[src/rtl/bitmux_rr.sv]
// rtl/bitmux_rr.sv - round-robin bit collector; BITMUX_RR_FIXED_PRIO_EN selects fixed lowest-index priority
module bitmux_rr #(
    parameter int LogNum = 3
) (
    input  logic                  clk,
    input  logic                  rst,
    input  logic [2**LogNum-1:0]  i,
    input  logic [2**LogNum-1:0]  iv,
    output logic [2**LogNum-1:0]  irdy,
    output logic                  o,
    output logic [LogNum-1:0]     s,
    output logic                  ov,
    input  logic                  ordy
);
    localparam int Num = 2**LogNum;

    logic [Num-1:0]    full;
    logic [Num-1:0]    lane_bit;
    logic [Num-1:0]    accept;
    logic [Num-1:0]    release_mask;
    logic [Num-1:0]    full_nxt;
    logic [Num-1:0]    lane_bit_nxt;
    logic [LogNum-1:0] start;
    logic [LogNum-1:0] grant;
    logic              have_grant;
    logic              load;

    // Ready is the complement of the occupancy register, so it never depends on inputs.
    assign irdy = ~full;

    // The output register may take a new bit when it is empty or being drained.
    assign load = ~ov | ordy;

    // A lane takes a bit only while its one-entry buffer is empty.
    assign accept = iv & ~full;

`ifdef BITMUX_RR_FIXED_PRIO_EN
    // Fixed priority: search always begins at lane 0.
    assign start = '0;
`else
    logic [LogNum-1:0] ptr;

    assign start = ptr;

    // Pointer moves just past the lane that was granted, wrapping in LogNum bits.
    always_ff @(posedge clk) begin
        if (rst) begin
            ptr <= '0;
        end else if (load && have_grant) begin
            ptr <= grant + 1'b1;
        end
    end
`endif

    // Search full lanes starting at 'start', wrapping modulo Num; first hit wins.
    always_comb begin
        have_grant = 1'b0;
        grant      = '0;
        for (int n = 0; n < Num; n++) begin
            logic [LogNum-1:0] idx;
            idx = start + LogNum'(n);
            if (!have_grant && full[idx]) begin
                have_grant = 1'b1;
                grant      = idx;
            end
        end
    end

    // Next-state of lane buffers: fill accepted lanes, empty the lane moved to the output.
    always_comb begin
        release_mask = '0;
        if (load && have_grant) begin
            release_mask[grant] = 1'b1;
        end
        full_nxt     = (full | accept) & ~release_mask;
        lane_bit_nxt = (lane_bit & ~accept) | (i & accept);
    end

    // Lane buffer and occupancy registers; reset discards anything buffered.
    always_ff @(posedge clk) begin
        if (rst) begin
            full     <= '0;
            lane_bit <= '0;
        end else begin
            full     <= full_nxt;
            lane_bit <= lane_bit_nxt;
        end
    end

    // Output register: load the granted lane, go idle when nothing is buffered, hold on stall.
    always_ff @(posedge clk) begin
        if (rst) begin
            o  <= 1'b0;
            s  <= '0;
            ov <= 1'b0;
        end else if (load) begin
            if (have_grant) begin
                o  <= lane_bit[grant];
                s  <= grant;
                ov <= 1'b1;
            end else begin
                ov <= 1'b0;
            end
        end
    end
endmodule

[config.mk]
export PLATFORM = sky130hd
export DESIGN_NAME = bitmux_rr
export DESIGN_NICKNAME = d
export VERILOG_FILES = /design/src/rtl/bitmux_rr.sv
export SDC_FILE = /design/constraint.sdc
export NUM_CORES = 1
export LEC_CHECK = 0
export ABC_AREA = 0
export CORE_AREA = 4 4 84 86
export CTS_CLUSTER_SIZE = 25
export DETAILED_ROUTE_END_ITERATION = 8
export DIE_AREA = 0 0 88 90
export PLACE_DENSITY = 0.61
export REMOVE_ABC_BUFFERS = 1
export SYNTH_ARGS = -nofsm -noshare
export SYNTH_HDL_FRONTEND = slang
export SYNTH_SLANG_ARGS = --single-unit
[constraint.sdc]
create_clock -name clk -period 8.69 [get_ports clk]
set_clock_uncertainty 0.2 [all_clocks]
set_input_delay 1.738 -clock clk [delete_from_list [all_inputs] [get_ports clk]]
set_output_delay 1.738 -clock clk [all_outputs]
set_load 0.02 [all_outputs]
-- Word-level counts from Yosys, hierarchy flattened
Cells that the tools add are included.
- register bits: 24
- bits of input ports: 19
- output and inout bits: 13
- logic and storage cells: 90
- add/sub/neg operators: 8
- order comparisons: 10
- mux-type cells: 38
- bitwise logic cells: 11
- reductions and logical operators: 17
- operator list (operator ; number):
    $lt 3x4->1 const B ; 9
    $and 8x8->8 ; 4
    $bmux 1 s3 ; 9
    $mux 3 ; 8
    $not 8->8 ; 3
    $mux 1 ; 19
    $or 8x8->8 ; 2
    $add 3x3->3 const B ; 4
    $logic_and 1x1->1 ; 9
    $mux 8 ; 1
    $logic_not 1->1 ; 7
    $add 3x1->3 const B ; 2
    $add 3x2->3 const B ; 2
    $demux 1 s3 ; 1
    $ge 3x1->1 const B ; 1
    $reduce_and 2->1 ; 1
    $not 1->1 ; 1
    $or 1x1->1 ; 1

-- Longest topological paths before layout
- depth after elaboration: 31
- gate-level depth with buffers: 16
- gate-level depth less buffers: 11

-- Worst setup path before layout
Ideal clock, no wire load.
- kind: reg2reg
- start: reg ptr[1]
- end: reg o
- setup time: 122 ps
- data arrival time: 3246 ps
- required time: 8368 ps
- path slack: 5122 ps
- cell stages (with the launch flop): 16
- clock period less this slack: 3568 ps
- cells stage by stage: dfxtp_1 > buf_2 > inv_1 > ha_1 > buf_6 > buf_8 > mux2_4 > mux4_2 > o22ai_4 > o211ai_1 > a21oi_1 > a211o_1 > buf_2 > mux2_1 > o22ai_1 > o22ai_1
- word-level cells in the longest chain between the ends: 26
- elaborated cells on any way between the ends: 56
- classes of those cells: add/sub (7); mux (34); reduce/logical (15)
- ends and longest elaborated chain (what ; RTL line ; source):
    start: declaration ; 41 ; logic [LogNum-1:0] ptr;
    start signal: assignment ; 50 ; ptr <= grant + 1'b1;
    parallel branches: the longest is 26 deep, another holds $add 3x1->3 ; -- ;
    end signal: assignment ; 98 ; o <= lane_bit[grant];
    end: declaration ; 10 ; output logic o,
Several ways; the timed one is not identified. The select of a mux whose other input is x is not followed.
A chain may end at the register's enable or synchronous reset.

-- Final worst setup path
- start: reg ptr[0]
- end: reg o
Same word-level chain as after synthesis.

==> impl_metrics.yaml <==
run_status:
  status: "complete, no violations"
critical_path:
  regToRegSetupSlack_ns: 4.12
  worstReg2RegEnd: "o"
  cp.required_ns: 8.64
  crit_chain: "inv_2 -> ha_1 -> mux2i_1 -> mux2_1 -> a221o_1 -> nand4_2 -> nor3b_1 -> nor2b_1 -> nand2_1 -> o22ai_1 -> o22ai_1"
  worst-path-max-fanout: 18
  cpMostUsedCell: "o22ai_1"
  startpoint_type: "flop"
  path_class: "flop to flop"
  crit_slowest_cell: "dfxtp_1"
  critPathBufInv: 1
  critPathTopFamily: "simple AND/OR/NAND/NOR gates"
  cp.arrival_ns: 4.53
  r2r_start: "ptr[0]"
  slowest_delay_ns: 0.79
  setup.worst_path.end_class: "flop"
  r2r_cells: 11
clocking:
  cts_made_buffers: 3
  postCtsHoldBufs: 0
  clock_latency_ns: 0.27
  cts-root-buf: "clkbuf_8"
  clkTransAtPathRegs_ns: 0.09
  cts_tree: "yes"
  htree_levels: 1
  postCtsSetupBuffers: 0
  cts_resized: 0
  cts.path.max_buffers: 2
  cts_sinks: 24
detailed_routing:
  detail-route-antenna-nets: 0
  drt_wl_total_um: 5207
  drt-pass1-iter-count: 4
  vias: 1887
  routed_via_density: 5.599
  drc: 0
  wl_per_cell_um: 15.45
  drtIter0Drc: 187
hold_path:
  hp-class: "flop to flop"
  hold_depth: 2
  whs_endpoint: "s[2]"
  hold_start: "s[2]"
floorplanning:
  fp-row-count: 29
  core-area_um2: 6277
  ios: 32
  start_util_pct: 34.18
  dieArea_um2: 7920
  die_h_um: 90
  fp.dieW_um: 88
synthesis:
  synth.top_cells.by_count: "nor2_1 (34), dfxtp_1 (24), inv_1 (14), nand2_1 (14), a31oi_1 (11)"
  synth_top_area_share_pct: 22.39
  synth-seq-cells: 24
  async_flop_share_pct: 0
  yosysSeqAreaShare_pct: 22.39
  synth_cell_type_count: 58
  yosysMostFrequentCell: "nor2_1"
  avgSynthCellArea_um2: 8.941
  synth-main-ff-cell: "dfxtp_1"
  syn_area_um2: 2146
  synthCells: 240
  synth_top_area_cell: "dfxtp_1"
  synth_edf_count: 0
  synth-warning-count: 0
  synth.area.top_cells: "dfxtp_1 (22%), mux4_2 (10%), nor2_1 (5.9%)"
placed_design:
  gp_congestion: 0.8870
  place_ws_ns: 4.105
  io_buffers: 31
  hpwl_um: 3975
grt:
  grt_pass1_wl_um: 8866
  grt_usage_pct: 13.54
  grt_antenna_before_repair: 0
  grt_max_degree: 25
  first_global_vias: 1875
  grt_overflow: 0
sta:
  finalCritPeriodShare_pct: 52.63
  max_freq_mhz: 218.6
  setup_viol: 0
  finalSetupTns_ns: 0
  rsz0062_at_grt: "no"
  slew_viol_final: 0
  fin_ws_ns: 4.116
  slew_headroom_pct: 37.49
  hold_violations: 0
  worst_slew_pin_slew_ns: 0.9357
  fin_crit_ns: 4.574
job:
  drv_cap: 0
cells_and_area:
  antenna_cells: 0
  utilization_pct: 40.18
  area_growth_pct: 17.55
  final_nets: 282
  drive_gt1_share_pct: 13.08
worst max path at each step:
stage / from / endpoint / cells after the start
finish: ptr[0] / o / 11
global route: ptr[0] / full[0] / 11
CTS: ptr[0] / full[0] / 11
detailed placement: ptr[0] / full[0] / 11
global placement: ptr[0] / o / 11
floorplan: ptr[0] / full[0] / 11
cells by family (layout without fill, tap and decap cells):
family                   count (synthesis)  after routing  synth area share, %
adder cells (fa/ha/maj)                  2              2                1.166
flip-flops                              24             24                22.39
AND/OR/NAND/NOR                         78             78                17.38
multiplexers                            34             34                24.14
AO/OA/AOI/OAI                           63             63                24.02
XOR/XNOR                                 7              7                3.208
buffers and inverters                   32             52                7.696
metrics by stage:
step                hold WS (ns)  std cells  area, µm²
global placement          0.2801        333       2451
floorplan                 0.3241        225       2044
CTS                       0.3009        337       2522
global route              0.3267        337       2522
detailed placement        0.2808        333       2451
finish                    0.2985        337       2522
metal layers:
| layer | global-route usage [%] | part of all wire, % | up-vias |
|---|---|---|---|
| met5 | 0 | 0 | - |
| met4 | 4.092 | 2.0 | 0 |
| met3 | 2.102 | 4.6 | 11 |
| met2 | 22.17 | 48 | 63 |
| met1 | 18.09 | 46 | 883 |
| li1 | - | - | 930 |
placed cells by master (no fill, tap or decap), types with 3 or more instances in the layout:
cell type        instances
a21boi_0                 8
a211oi_1                 8
mux2_1                   8
mux2_2                   7
xor2_1                   3
a31oi_1                 11
nor3_1                   4
xnor2_1                  3
dfxtp_1                 24
nor2_1                  34
nand2_1                 14
nand2b_1                10
o22ai_1                  3
clkbuf_8                 3
mux2i_1                  6
a311oi_1                 3
inv_1                   14
clkdlybuf4s50_1         31
nor2b_1                  4
a21oi_1                  6
mux4_2                  10
tightest hold or removal path: stages, from the launching register on:
cell and delay (ns):
dfxtp_1 0.33, nand2b_1 0.07, a21oi_1 0.06
final cells by class:
type	count	area, µm²
Inverter	17	63.81
Tap cell	77	96.34
Clock inverter	1	30.03
Multi-Input combinational cell	184	1500
Fill cell	640	3755
Sequential cell	24	480.5
Timing Repair Buffer	31	310.3
Clock buffer	3	41.29
Power is left out: the tool's default activity adds up to more than one toggle a clock period on the data nets, which glitch-free logic cannot reach.
